<file path="src/rtl/avmm_row_fetch.sv">
// rtl/avmm_row_fetch.sv - Avalon-MM row fetcher feeding the 8x8 MAC array byte stream
//
// Purpose:
//   Issues NUM_WORDS pipelined Avalon-MM word reads (word 0 = B vector, words 1..8 = A rows).
//   Returned words land in a small word buffer. Each buffered word is unpacked MSB-first into
//   a valid/ready byte stream, and every byte is tagged with its row and column.
//
// Ports:
//   clk, rst_n               clock, asynchronous active-low reset
//   start                    1-cycle fetch request (ignored unless idle)
//   busy, done               fetch in progress / 1-cycle completion pulse
//   avm_address, avm_read    read request to the memory wrapper
//   avm_readdata             read response data
//   avm_readdatavalid        read response valid (in-order)
//   avm_waitrequest          slave stall
//   out_valid, out_ready     byte stream handshake
//   out_data                 byte value
//   out_row, out_col         source word index, byte index within the word
//   out_last                 final byte of the fetch
//   proto_err                sticky: response arrived with nothing in flight
//   checksum                 (FETCH_CHECKSUM_EN only) mod-2^16 sum of accepted bytes
//
// Configuration macro: FETCH_CHECKSUM_EN adds the checksum output.

module avmm_row_fetch #(
  parameter int ADDR_W          = 32,
  parameter int DATA_W          = 64,
  parameter int BYTE_W          = 8,
  parameter int NUM_WORDS       = 9,
  parameter int BASE_ADDR       = 0,
  parameter int MAX_OUTSTANDING = 4
) (
  input  logic              clk,
  input  logic              rst_n,
  input  logic              start,
  output logic              busy,
  output logic              done,
  output logic [ADDR_W-1:0] avm_address,
  output logic              avm_read,
  input  logic [DATA_W-1:0] avm_readdata,
  input  logic              avm_readdatavalid,
  input  logic              avm_waitrequest,
  output logic              out_valid,
  input  logic              out_ready,
  output logic [BYTE_W-1:0] out_data,
  output logic [3:0]        out_row,
  output logic [2:0]        out_col,
  output logic              out_last,
`ifdef FETCH_CHECKSUM_EN
  output logic [15:0]       checksum,
`endif
  output logic              proto_err
);

  localparam int PTR_W = (MAX_OUTSTANDING > 1) ? $clog2(MAX_OUTSTANDING) : 1;
  localparam int CNT_W = $clog2(MAX_OUTSTANDING + 1);

  typedef enum logic [1:0] {IDLE, FETCH, DRAIN, DONE} state_t;

  state_t            state, state_nx;
  logic [4:0]        issued;
  logic [CNT_W-1:0]  outstanding;
  logic [CNT_W-1:0]  count;
  logic [PTR_W-1:0]  wr_ptr, rd_ptr;
  logic [DATA_W-1:0] buf_mem [MAX_OUTSTANDING];
  logic [DATA_W-1:0] head_sh;
  logic [CNT_W:0]    in_use;
  logic [3:0]        row;
  logic [2:0]        col;

  logic accept, rdv_ok, hs, pop, credit, start_go;

  assign start_go = (state == IDLE) && start;
  assign accept   = avm_read && !avm_waitrequest;
  // A response is only legitimate if something is in flight, counting a zero-latency
  // response to a read accepted in this same cycle.
  assign rdv_ok   = avm_readdatavalid && ((outstanding != '0) || accept);
  assign hs       = out_valid && out_ready;
  assign pop      = hs && (col == 3'd7);

  // Credits cover both in-flight reads and words parked in the buffer, so every
  // response has a free slot. During a stall the sum can only fall, so avm_read holds.
  assign in_use   = {1'b0, outstanding} + {1'b0, count};
  assign credit   = in_use < (CNT_W+1)'(MAX_OUTSTANDING);

  assign avm_read    = (state == FETCH) && (issued < 5'(NUM_WORDS)) && credit;
  assign avm_address = avm_read ? (ADDR_W'(BASE_ADDR) + ADDR_W'(issued)) : '0;

  assign busy = (state == FETCH) || (state == DRAIN);
  assign done = (state == DONE);

  assign out_valid = (count != '0);
  assign out_row   = row;
  assign out_col   = col;
  assign out_last  = out_valid && (row == 4'(NUM_WORDS - 1)) && (col == 3'd7);

  // MSB-first unpack: shift the head word left by col bytes and take the top byte.
  always_comb begin
    head_sh  = buf_mem[rd_ptr] << (32'(col) * BYTE_W);
    out_data = out_valid ? head_sh[DATA_W-1 -: BYTE_W] : '0;
  end

  always_comb begin
    state_nx = state;
    case (state)
      IDLE:    if (start) state_nx = FETCH;
      FETCH:   if (accept && (issued == 5'(NUM_WORDS - 1))) state_nx = DRAIN;
      DRAIN:   if (hs && out_last) state_nx = DONE;
      DONE:    state_nx = IDLE;
      default: state_nx = IDLE;
    endcase
  end

  always_ff @(posedge clk or negedge rst_n) begin
    if (!rst_n) state <= IDLE;
    else        state <= state_nx;
  end

  always_ff @(posedge clk or negedge rst_n) begin
    if (!rst_n) begin
      issued      <= '0;
      outstanding <= '0;
      count       <= '0;
      wr_ptr      <= '0;
      rd_ptr      <= '0;
      row         <= '0;
      col         <= '0;
      proto_err   <= 1'b0;
    end else begin
      if (start_go)    issued <= '0;
      else if (accept) issued <= issued + 5'd1;

      case ({accept, rdv_ok})
        2'b10:   outstanding <= outstanding + 1'b1;
        2'b01:   outstanding <= outstanding - 1'b1;
        default: outstanding <= outstanding;
      endcase

      case ({rdv_ok, pop})
        2'b10:   count <= count + 1'b1;
        2'b01:   count <= count - 1'b1;
        default: count <= count;
      endcase

      if (rdv_ok)
        wr_ptr <= (wr_ptr == PTR_W'(MAX_OUTSTANDING - 1)) ? '0 : wr_ptr + 1'b1;
      if (pop)
        rd_ptr <= (rd_ptr == PTR_W'(MAX_OUTSTANDING - 1)) ? '0 : rd_ptr + 1'b1;

      // Tags return to 0 after the last byte so an idle block presents row/col 0.
      if (start_go) begin
        row <= '0;
        col <= '0;
      end else if (hs) begin
        if (col == 3'd7) begin
          col <= '0;
          row <= out_last ? 4'd0 : row + 4'd1;
        end else begin
          col <= col + 3'd1;
        end
      end

      if (avm_readdatavalid && (outstanding == '0) && !accept)
        proto_err <= 1'b1;
    end
  end

  // Data storage needs no reset: out_valid gates every read of it.
  always_ff @(posedge clk) begin
    if (rdv_ok) buf_mem[wr_ptr] <= avm_readdata;
  end

`ifdef FETCH_CHECKSUM_EN
  always_ff @(posedge clk or negedge rst_n) begin
    if (!rst_n)        checksum <= '0;
    else if (start_go) checksum <= '0;
    else if (hs)       checksum <= checksum + 16'(out_data);
  end
`endif

endmodule

</file>
<file path="config.mk">
export PLATFORM = sky130hd
export DESIGN_NAME = avmm_row_fetch
export DESIGN_NICKNAME = d
export VERILOG_FILES = /design/src/rtl/avmm_row_fetch.sv
export SDC_FILE = /design/constraint.sdc
export NUM_CORES = 1
export LEC_CHECK = 0
export CORE_UTILIZATION = 65
export DETAILED_ROUTE_END_ITERATION = 8
export DONT_BUFFER_PORTS = 1
export PLACE_DENSITY = 0.92
export SLEW_MARGIN = 30
export SYNTH_ARGS = -nofsm -noshare
export SYNTH_HDL_FRONTEND = slang
export SYNTH_SLANG_ARGS = --single-unit
</file>
<file path="constraint.sdc">
create_clock -name clk -period 10.5 [get_ports clk]
set_input_delay 2.1 -clock clk [delete_from_list [all_inputs] [get_ports clk]]
set_output_delay 2.1 -clock clk [all_outputs]
set_load 0.02 [all_outputs]
</file>
==> results.md <==
- Post-Syn Instances: 591
- TritonCTS clock tree: yes
- CP startpoint kind: flip-flop
- Share of post-route cells with drive strength above 1: 21.2%
- Final Critical Period: 5780 ps
- Setup TNS: 0 ps
- Post-CTS Hold Fix Bufs: 0
- Hold Path Sink: issued[4]$_DFFE_PN0P_
- I/O pins: 123
- Gate power share: 28.4%
- Worst vdd rail ir drop: 0.000282 V
- Total CTS buffers: 27
- Min-delay src: issued[4]$_DFFE_PN0P_
- Post-synth top area share: 66.3%
- Final hold vios: 0
- Fin Hold WS: 550 ps
- Arr. time, crit path: 3680 ps
- Critical path peak fanout: 39
- CP endpoint kind: primary output
- Sequential area share after synthesis: 71.7%
- Clk root buf: clkbuf_16
- Mapped Avg Cell Area: 19.6 um2
- Vias in the first global route: 5739
- Fraction of registers with async set/reset: 8.90%
- DP Wirelength: 13400 um
- Fill cells: 945
- Worst Path Required: 8400 ps
- Number of remaining DRC errors: 0
- Post-cts resize count: 0
- Post-Route WL: 22600 um
- Initial core utilization: 66.8%
- Hold-critical path depth: 1
- Clock power frac: 26.4%
- Static leakage: 4.20 nW
- Clock skew: 7.46 ps
- Post-DRT Antenna Nets: 0
- ANT cells: 0
- Crit path kind: reg -> out
- Synth unique cells: 53
- Clock buffer depth: 3
- Synth area leader: edfxtp_1
- Row count: 48
- Post-route cell area: 12500 um2
- Initial antenna violation count: 0
- H-tree levels: 1
- Worst skew pair latency: 540 ps
- Status: finished, final reports clean
- Max cap viols: 0
- Die area: 18400 um2
- IO buf count: 0
- F_max: 173 MHz
- # setup viols final: 0
- DRT Pass-1 Iters: 4
- Routed length per instance: 26.7 um
- Worst-Margin Slew: 966 ps
- Top post-synthesis cells by area: edfxtp_1 66%, mux4_2 12%, dfrtp_1 5.4%, mux2i_1 2.3%, ha_1 2.2%
- Switching Share: 31.8%
- Die width: 136 um
- Hold Crit Class: reg -> reg
- Max-slew violations: 0
- Post-synth EDFFs: 256
- Core Area: 17400 um2
- Post-Syn Area: 11600 um2
- Unrepaired setup endpoints after global routing: false
- NetSw: 0.00114 W
- Flop pwr share: 45.2%
- First-pass GRT wire length: 33800 um
- GPL Wtd Cong: 0.783
- Vias: 5470
- PD cells: 285 nW/um2
- Worst slew margin relative to its limit: 35.6%
- Nets: 696
- Flop2flop setup slack: 7250 ps
- Yosys reg bits: 281
- GR Overflow Total: 0
- Post-CTS setup repair buffer count: 0
- Die height: 136 um
- Reg2reg start: out_col[0]$_DFFE_PN0P_
- 1st-iter DRT viols: 398
- Vias per inst: 6.46
- Clk slew on worst S/H paths: 60 ps
- Int Pwr: 0.00244 W
- CTS Sinks: 281
- Synth-to-Final Area Change: 8.12%
- GRT Total Usage: 25.7%
- Top FF cell, synth: edfxtp_1
- Yosys warnings: 0
- Tcrit/Tclk final: 55.0%
- Pwr Total: 0.00357 W
- Largest net degree at the start of global routing: 65
- Capture point of the worst reg-to-reg path: count[2]$_DFFE_PN0P_
- Fin util: 72.2%
- R2R cell count: 11
- Placed Area: 11700 um2
[cells in the mapped netlist, types with 2 or more instances]
master    count
edfxtp_1    256
mux4_2       64
buf_4        29
mux2i_1      27
dfrtp_1      25
nor2_1       25
ha_1         20
a21oi_1      17
inv_1        15
nand2_1      13
a221o_1       8
and2_1        8
buf_2         7
nand3_1       6
buf_6         5
inv_2         5
a221oi_2      4
buf_1         4
xnor2_1       4
xor2_1        4
a221oi_1      3
clkbuf_1      3
nor3_1        3
o21ai_1       3
a21o_1        2
fa_1          2
nor2b_1       2
o21ai_0       2
[through the flow]
| stage | instances | setup WS, ps |
|---|---|---|
| after floorplan | 618 | 6060 |
| after global placement | 800 | 5570 |
| after detailed placement | 800 | 5360 |
| after CTS | 847 | 4710 |
| after global routing | 847 | 4530 |
| final | 847 | 4720 |
[worst max-delay path, stage by stage (launching register included)]
cell      delay [ps]
dfrtp_4          730
buf_4            680
mux4_2           650
mux2i_1          170
nor2_1            90
a221oi_1         480
a21oi_1          300
[power groups by stage]
stage,combinational (W),clock [W],sequential (W)
detailed placement,0.00100,0,0.00163
global placement,0.000955,0,0.00161
finish,0.00101,0.000945,0.00162
CTS,0.00102,0.000952,0.00162
floorplan,0.000809,0,0.00158
global route,0.00109,0.000989,0.00163
[final cells by class]
cell class	count	area (um2)	area share [%]
Clock buffer	36	719	5.74
Clock inverter	11	133	1.06
Timing Repair Buffer	7	52.6	0.419
Multi-Input combinational cell	267	2950	23.6
Inverter	20	75.1	0.599
Tap cell	225	282	2.25
Sequential cell	281	8320	66.4
[cell families after synthesis]
logic type / count (synthesis) / synth area share [%]
multiplexers: 94 / 15.1
other: 1 / 0.0323
AND/OR/NAND/NOR: 71 / 3.22
AO/OA/AOI/OAI: 44 / 3.12
flip-flops: 281 / 71.7
XOR/XNOR: 8 / 0.604
adder cells (fa/ha/maj): 22 / 2.50
buffers and inverters: 70 / 3.73
[per-layer routing]
metal | vias up | wire length [um] | GRT usage (%)
met1 | 2818 | 8060 | 32.4
met2 | 267 | 11700 | 43.5
li1 | 2331 | - | -
met5 | - | 0 | 0
met4 | 0 | 733 | 9.49
met3 | 54 | 2050 | 6.40
[flip-flops by register name, summed over array words and instances, names as in the netlist]
register     count
out_col          3
count            3
outstanding      3
buf_mem        256
issued           5
state            2
out_row          4
wr_ptr           2
proto_err        1
rd_ptr           2
[worst max path at each step]
stage	start	endpoint	slack, ps	cells after the start
after CTS	rd_ptr[1]$_DFFE_PN0P_	out_data[5]	4710	6
after global placement	rd_ptr[1]$_DFFE_PN0P_	out_data[2]	5570	6
after detailed placement	rd_ptr[1]$_DFFE_PN0P_	out_data[5]	5360	6
after global routing	rd_ptr[1]$_DFFE_PN0P_	out_data[5]	4530	6
final	rd_ptr[1]$_DFFE_PN0P_	out_data[5]	4720	6
after floorplan	avm_waitrequest	buf_mem[0][0]$_DFFE_PP_	6060	3
[layout by cell type, fill, tap and decap left out, types with 2 or more instances in the layout]
cell type	instances
clkinv_2	3
dfrtp_2	2
xnor2_1	4
clkbuf_1	8
fa_1	2
and2_1	4
mux2i_1	27
clkbuf_16	27
nor2b_1	2
mux4_2	64
a221o_1	8
a221oi_2	4
dfrtp_1	22
conb_1	28
nand3_1	6
o21ai_0	2
inv_2	5
nor2_1	25
inv_1	15
nor3_1	3
o21ai_1	3
a21o_1	2
bufinv_16	3
a221oi_1	3
clkinv_1	3
xor2_1	4
ha_1	20
a21oi_1	17
and2_2	4
edfxtp_1	256
buf_4	7
nand2_1	13
Power figures use the tool's default switching activity.
